[src/rtl/hazard_fwd_ctrl_pkg.sv]
// Shared constants for the hazard/forwarding controller: operand-mux select codes and tag width.
// No logic here; latency and backpressure do not apply.
// Select code 2'b11 is reserved and never driven.
package hazard_fwd_ctrl_pkg;

    localparam int REG_AW = 5;

    localparam logic [1:0] FWD_RF  = 2'b00;
    localparam logic [1:0] FWD_WB  = 2'b01;
    localparam logic [1:0] FWD_MEM = 2'b10;

endpackage

[src/rtl/hazard_fwd_ctrl_fwd_sel.sv]
// Chooses the forwarding source for one E-stage operand from the M and W destination tags.
// Latency: purely combinational.
// Backpressure: none; the select follows the shadow tags directly.
module fwd_sel
    import hazard_fwd_ctrl_pkg::*;
#(
    parameter int AW = REG_AW
) (
    input  logic [AW-1:0] rs_e,
    input  logic [AW-1:0] rd_m,
    input  logic          rw_m,
    input  logic [AW-1:0] rd_w,
    input  logic          rw_w,
    output logic [1:0]    sel
);

    // The younger producer in M shadows any older write to the same register in W.
    always_comb begin
        sel = FWD_RF;
        if (rw_m && (rd_m != '0) && (rd_m == rs_e))
            sel = FWD_MEM;
        else if (rw_w && (rd_w != '0) && (rd_w == rs_e))
            sel = FWD_WB;
    end

endmodule

[src/rtl/hazard_fwd_ctrl.sv]
// Hazard/forwarding controller: E/M/W tag shadows, operand-mux selects, stall/flush and event counters.
// Latency: selects and controls are combinational; shadows and counters update on the next clk edge.
// Backpressure: mem_busy freezes all shadows and counters and suppresses every flush.
module hazard_fwd_ctrl #(
    parameter int REG_AW = hazard_fwd_ctrl_pkg::REG_AW,
    parameter int CNT_W  = 32
) (
    input  logic              clk,
    input  logic              rst,
    input  logic [REG_AW-1:0] rs1_d,
    input  logic [REG_AW-1:0] rs2_d,
    input  logic [REG_AW-1:0] rd_d,
    input  logic              reg_write_d,
    input  logic              mem_read_d,
    input  logic              pc_src_e,
    input  logic              mem_busy,
    output logic [1:0]        forward_a_e,
    output logic [1:0]        forward_b_e,
    output logic              stall_f,
    output logic              stall_d,
    output logic              flush_d,
    output logic              flush_e,
    output logic              stall_e,
    output logic [CNT_W-1:0]  lu_stall_cnt,
    output logic [CNT_W-1:0]  flush_cnt
);

    logic [REG_AW-1:0] rs1_e, rs2_e, rd_e, rd_m, rd_w;
    logic              rw_e, ld_e, rw_m, rw_w;
    logic              lu;
    logic              lu_stall;
    logic              br_flush;

    fwd_sel #(.AW(REG_AW)) u_fwd_a (
        .rs_e (rs1_e),
        .rd_m (rd_m),
        .rw_m (rw_m),
        .rd_w (rd_w),
        .rw_w (rw_w),
        .sel  (forward_a_e)
    );

    fwd_sel #(.AW(REG_AW)) u_fwd_b (
        .rs_e (rs2_e),
        .rd_m (rd_m),
        .rw_m (rw_m),
        .rd_w (rd_w),
        .rw_w (rw_w),
        .sel  (forward_b_e)
    );

    assign lu = ld_e && (rd_e != '0) && ((rd_e == rs1_d) || (rd_e == rs2_d));

    // A taken branch discards the dependent instruction, so it never needs the load-use stall.
    assign lu_stall = lu && !pc_src_e && !mem_busy;
    assign br_flush = pc_src_e && !mem_busy;

    // Inputs pc_src_e/mem_busy are masked so every control reads 0 while reset is held.
    assign stall_f = !rst && ((lu && !pc_src_e) || mem_busy);
    assign stall_d = stall_f;
    assign flush_d = !rst && br_flush;
    assign flush_e = !rst && (lu || pc_src_e) && !mem_busy;
    assign stall_e = !rst && mem_busy;

    always_ff @(posedge clk or posedge rst) begin
        if (rst) begin
            rs1_e        <= '0;
            rs2_e        <= '0;
            rd_e         <= '0;
            rw_e         <= 1'b0;
            ld_e         <= 1'b0;
            rd_m         <= '0;
            rw_m         <= 1'b0;
            rd_w         <= '0;
            rw_w         <= 1'b0;
            lu_stall_cnt <= '0;
            flush_cnt    <= '0;
        end else if (!mem_busy) begin
            rd_w <= rd_m;
            rw_w <= rw_m;
            rd_m <= rd_e;
            rw_m <= rw_e;
            if (flush_e) begin
                rs1_e <= '0;
                rs2_e <= '0;
                rd_e  <= '0;
                rw_e  <= 1'b0;
                ld_e  <= 1'b0;
            end else begin
                rs1_e <= rs1_d;
                rs2_e <= rs2_d;
                rd_e  <= rd_d;
                rw_e  <= reg_write_d;
                ld_e  <= mem_read_d;
            end
            if (lu_stall)
                lu_stall_cnt <= lu_stall_cnt + 1'b1;
            if (br_flush)
                flush_cnt <= flush_cnt + 1'b1;
        end
    end

endmodule

[config.mk]
export PLATFORM = sky130hd
export DESIGN_NAME = hazard_fwd_ctrl
export DESIGN_NICKNAME = d
export VERILOG_FILES = /design/src/rtl/hazard_fwd_ctrl_pkg.sv /design/src/rtl/hazard_fwd_ctrl_fwd_sel.sv /design/src/rtl/hazard_fwd_ctrl.sv
export SDC_FILE = /design/constraint.sdc
export NUM_CORES = 1
export LEC_CHECK = 0
export CAP_MARGIN = 10
export CORE_MARGIN = 8
export CORE_UTILIZATION = 47
export DETAILED_ROUTE_END_ITERATION = 16
export GPL_TIMING_DRIVEN = 0
export PLACE_DENSITY_LB_ADDON = 0.2
export SYNTH_ARGS = -nofsm -noshare
export SYNTH_HDL_FRONTEND = slang
export SYNTH_SLANG_ARGS = --single-unit
[constraint.sdc]
create_clock -name clk -period 3.2 [get_ports clk]
set_clock_uncertainty 0.2 [all_clocks]
set_input_delay 0.48 -clock clk [delete_from_list [all_inputs] [get_ports clk]]
set_output_delay 0.48 -clock clk [all_outputs]
set_load 0.01 [all_outputs]
==> results of run 1 <==
[stage by stage]
stage | cell area, um^2 | setup WS [ps]
2_1_floorplan | 4690 | 16.79
3_3_place_gp | 5777 | -1644
3_5_place_dp | 5817 | -845.2
4_1_cts | 6063 | 4.957
5_1_grt | 6068 | 61.37
6_report | 6068 | 155.3
[cell families (layout without fill, tap and decap cells)]
kind of cell | Yosys count | after routing | share of synthesized area [%]
AND/OR/NAND/NOR | 172 | 172 | 21.20
flip-flops | 93 | 93 | 49.67
XOR/XNOR | 92 | 92 | 17.20
AO/OA/AOI/OAI | 41 | 41 | 5.501
buffers and inverters | 27 | 142 | 2.537
multiplexers | 14 | 14 | 3.364
adder cells (fa/ha/maj) | 2 | 2 | 0.5340
[layout make-up]
class | instances | area share, %
buffer | 21 | 1.649
clock buffer | 10 | 2.268
timing repair inverter | 1 | 0.08247
tap | 133 | 2.742
sequential | 93 | 38.39
timing repair buffer | 98 | 16.33
clock inverter | 6 | 0.7423
multi-input combinational | 321 | 37.36
inverter | 6 | 0.4330
[metal layers]
layer	vias to the layer above	global-route usage, %	share of wire [%]
li1	1771	-	-
met1	1838	22.60	44
met2	112	30.10	49
met3	10	4.898	6.5
met4	0	5.618	1.1
met5	-	0	0
[worst max path at each step]
stage	start	end	slack (ps)	cells after the start
5_1_grt	rst	flush_d	60	6
2_1_floorplan	rst	rs1_e[0]	20	5
3_5_place_dp	rs2_d[2]	stall_f	-850	9
4_1_cts	rd_m[2]	forward_b_e[0]	5	5
3_3_place_gp	rst	rw_e	-1640	6
6_report	rst	flush_d	160	6
[flip-flops by register name (all words and copies together) (netlist names)]
| name | cells |
|---|---|
| rs2_e | 5 |
| rd_w | 5 |
| rw_w | 1 |
| rs1_e | 5 |
| flush_cnt | 32 |
| ld_e | 1 |
| rw_e | 1 |
| rd_m | 5 |
| rw_m | 1 |
| lu_stall_cnt | 32 |
| rd_e | 5 |
[what timing repair did]
item,in CTS,in global routing
gates resized for setup,13,2
setup endpoints to repair,4,2
gates cloned,1,0
pin swaps,3,0
hold buffers,0,0
setup buffers,4,0
[report_power, final]
part | total [uW] | switching (uW) | internal [uW]
registers | 1400 | 135 | 1270
clock network | 731 | 421 | 309
logic | 480 | 225 | 255
total | 2620 | 781 | 1830
[Yosys cell counts (3+ instances only)]
library cell and instances:
a22oi_1 18, and2_1 6, and3_1 4, and4_1 9, clkbuf_1 16, dfrtp_1 93
inv_1 6, mux2_2 13, nand2_1 38, nand3_1 22, nand4_1 20, nor2_1 22
nor2b_1 3, nor3_1 16, nor4_1 14, nor4_4 3, o21ai_1 20, or4_1 5
xnor2_1 26, xor2_1 66
==> impl_metrics.yaml, run 1 <==
logic_synthesis:
  synth.largest_area_cell: "dfrtp_1"
  syn_nets: 464
  ys_async_sr_fraction_pct: 100.0
  yosysWarnings: 0
  synth_top_area_share_pct: 49.67
  synth_area_per_cell_um2: 10.63
  synth_ff_type: "dfrtp_1"
  yosysUniqueCellTypes: 35
  synth-edff-count: 0
  synth-seq-cells: 93
  ys_seq_area_share_pct: 49.67
  syn_inst: 441
  netlist_area_um2: 4686
  synthTopCellsByArea: "dfrtp_1, xor2_1, xnor2_1, mux2_2, nand2_1"
setup_path:
  crit_path_max_fanout: 37
  arrival_ps: 2360
  crit_chain: "clkdlybuf4s50_1, clkinvlp_4, buf_12, buf_12, and2_1, clkdlybuf4s50_1"
  critical-path-slowest-cell: "clkdlybuf4s50_1"
  cp-end-kind: "output port"
  path_delay_family: "buffers and inverters"
  critPathKind: "in -> out"
  critical_path_required_ps: 2520
  timing.rr.start: "rd_e[1]"
  worst_setup_path_start_kind: "primary input"
  reg2reg_depth: 6
  path_buf_inv: 5
  max_stage_delay_ps: 540
  rrSetupSlack_ps: 850
  r2r_end: "lu_stall_cnt[3]"
timing:
  fmaxAchievable_mhz: 328.4
  finalSetupTns_ps: 0
  maxSlewHeadroom_pct: 51.52
  period_share_pct: 95.15
  whs_ps: 269.6
  setup_viol: 0
  rsz0062_at_grt: "no"
  finalHoldViolations: 0
  slew_violations: 0
  tightest_slew_ps: 723.2
  period_needed_ps: 3045
clock_tree:
  cts_root_buf: "clkbuf_8"
  cts_tree: "done"
  cts.sinks: 93
  cts_buffers: 9
  clk_path_buf_depth: 2
  clkLatencyLatePin_ps: 360
  clk_pin_slew_ps: 90
  htreeDepth: 3
die:
  dieArea_um2: 13420
  core.rowCount: 36
  initial_core_util_pct: 48.16
  ios: 94
  die_h_um: 115.9
  core-area_um2: 9729
  die_w_um: 115.9
power_and_ir_drop:
  peakVddDrop_uv: 226.2
  p_leak_uw: 0.002764
  p_total_uw: 2615
  powerDensity_nw_per_um2: 431.0
final_layout:
  layout-drive-gt1-share_pct: 10.25
  area_growth_syn_to_layout_pct: 29.51
  layout_common_cells: "dfrtp_1, clkdlybuf4s50_1, xor2_1"
  n_fill_cell: 834
  final-instance-count-excl-fill: 689
  num_antenna_cells: 0
  nNetsFinal: 574
  multiInputGateArea_um2: 2267
  final_core_util_pct: 62.37
  layout_commonest_cell: "dfrtp_1"
  seq_area_um2: 2330
grt:
  grt-ovfl-total: 0
  grt_pass1_wl_mm: 19.26
  gr-usage-all-layers_pct: 18.17
  grt_max_degree: 38
  grt_pass1_vias: 3850
  antenna_found_initial: 0
run_status:
  run_status: "finished clean"
detailed_routing:
  vias_per_cell: 5.415
  drc_errors: 0
  drt-pass1-iter-count: 5
  routed_wl_mm: 11.58
  via_count: 3731
  drtIter0Drc: 167
  ant_nets: 0
  wl_per_cell_um: 16.81
placed_design:
  dp_hpwl_mm: 8.604
  io_buffers: 92
  gp_congestion: 0.8267
  dp_cells: 668
hold_path:
  min_to: "lu_stall_cnt[31]"
  min-delay-start: "lu_stall_cnt[31]"
  worst_hold_path.num_cells: 1
  hp-class: "reg -> reg"
run:
  maxCapViolations: 0
No activity file was read; power rests on OpenSTA's default activity.
==> run 2, diff against run 1 <==
==> constraint.sdc (replaced) <==
create_clock -name clk -period 2.7 [get_ports clk]
set_clock_uncertainty 0.2 [all_clocks]
set_input_delay 0.405 -clock clk [delete_from_list [all_inputs] [get_ports clk]]
set_output_delay 0.405 -clock clk [all_outputs]
set_load 0.01 [all_outputs]
==> impl_metrics.yaml, run 2 (synthesized netlist as in run 1, its figures left out) <==
grt:
  antenna_found_initial: 0
  grt_pass1_wl_mm: 20.19
  grt_pass1_vias: 3853
  grt_max_degree: 22
  grt-ovfl-total: 0
  gr-usage-all-layers_pct: 19.17
clock_tree:
  ctsHoldBuffers: 0
  cts_root_buf: "clkbuf_8"
  cts_buffers: 9
  clk_pin_slew_ps: 90
  clkLatencyLatePin_ps: 360
  htreeDepth: 3
  cts.sinks: 93
  clk_path_buf_depth: 2
  cts_tree: "done"
final_layout:
  area_growth_syn_to_layout_pct: 34.87
  final_core_util_pct: 64.96
  fin_area_um2: 6320
  final-instance-count-excl-fill: 707
  multiInputGateArea_um2: 2315
  num_antenna_cells: 0
  layout_common_cells: "dfrtp_1, clkdlybuf4s50_1, xor2_1"
  layout_commonest_cell: "dfrtp_1"
  layout-drive-gt1-share_pct: 16.03
  seq_area_um2: 2335
  nNetsFinal: 592
  largest_registers: "flush_cnt (32), lu_stall_cnt (32)"
  n_fill_cell: 815
die:
  core-area_um2: 9729
  die_w_um: 115.9
  core.rowCount: 36
  ios: 94
  initial_core_util_pct: 48.16
  dieArea_um2: 13420
  die_h_um: 115.9
timing:
  maxSlewHeadroom_pct: 63.71
  rsz0062_at_grt: "yes"
  finalSetupTns_ps: 0
  period_needed_ps: 2676
  fmaxAchievable_mhz: 373.7
  slew_violations: 0
  setup_viol: 0
  finalHoldViolations: 0
  tightest_slew_ps: 542.4
  period_share_pct: 99.10
setup_path:
  arrival_ps: 2070
  critical_path_required_ps: 2100
  crit_path_max_fanout: 4
  rrSetupSlack_ps: 250
  cp-end-kind: "output port"
  critPathKind: "reg -> out"
  worst_setup_path_start_kind: "register"
power_and_ir_drop:
  p_leak_uw: 0.002880
  powerDensity_nw_per_um2: 515.9
  peakVddDrop_uv: 330.5
placed_design:
  dp_hpwl_mm: 8.686
  dp_cells: 668
  io_buffers: 92
  gp_congestion: 0.8647
  placed_area_um2: 5818
detailed_routing:
  drt-pass1-iter-count: 4
  ant_nets: 0
  routed_wl_mm: 12.48
  vias_per_cell: 5.440
  via_count: 3846
  wl_per_cell_um: 17.65
  drtIter0Drc: 170
  drc_errors: 0
hold_path:
  hp-class: "in -> async"
run:
  maxCapViolations: 0
run_status:
  run_status: "finished clean"
-- run 2: cell type report --
class	instances	area share [%]
Tap cell	133	2.633
Clock buffer	9	1.960
Multi-Input combinational cell	321	36.63
Inverter	6	0.4158
Clock inverter	7	1.168
Buffer	20	1.544
Sequential cell	93	36.94
Timing Repair Buffer	118	18.71
-- run 2: critical path, stage by stage, from the launching register on --
cell and delay, ps:
dfrtp_2 430, buf_6 130, xor2_1 170, nor3_2 270
a22oi_2 160, nor2_4 160, a21o_1 190, buf_6 110
buf_6 90
-- run 2: timing repair --
| item | 4_1_cts | 5_1_grt |
|---|---|---|
| resized for setup | 45 | 9 |
| cloned | 2 | 0 |
| pin swaps | 7 | 8 |
| setup buffers | 15 | 7 |
| setup endpoints to repair | 18 | 6 |
-- run 2: worst paths after layout --
path,end,start,cells past startpoint
min in group clk,rs2_e[4],rs2_d[4],3
max,stall_f,rd_e[1],8
min,rd_e[3],rst,3
max in group asynchronous,flush_cnt[4],rst,4
max reg2reg,lu_stall_cnt[9],rd_e[1],8
min reg2reg,lu_stall_cnt[31],lu_stall_cnt[31],1
-- run 2: report_power, final --
group	switching (uW)	internal, uW
Clock	508	429
Sequential	154	1510
Combinational	309	354
Total	971	2290
-- run 2: stage by stage --
step | hold slack [ps] | setup slack [ps] | power, uW
3_3_place_gp | 256.8 | -1892 | 2223
4_1_cts | 65.97 | -121.6 | 3258
3_5_place_dp | 255.7 | -1248 | 2249
2_1_floorplan | 275.9 | -347.8 | 1971
5_1_grt | 75.36 | -37.76 | 3426
6_report | 68.41 | 24.23 | 3261
-- run 2: layer usage --
layer	share of wire, %	vias up	wire length (um)	track usage, %
met5	0	-	0	0
met4	1.8	0	224	5.099
met3	6.7	16	842	6.045
met2	50	109	6270	32.10
met1	41	1912	5141	23.28
li1	-	1809	-	-
==> run 3, diff against run 2 <==
--- a/config.mk
+++ b/config.mk
@@ -5,6 +5,7 @@
 export SDC_FILE = /design/constraint.sdc
 export NUM_CORES = 1
 export LEC_CHECK = 0
+export ABC_CLOCK_PERIOD_IN_PS = 2700
 export CAP_MARGIN = 10
 export CORE_MARGIN = 8
 export CORE_UTILIZATION = 47
==> results of run 3 <==
The final DEF is identical to that of run 2; final timing and power are the same.
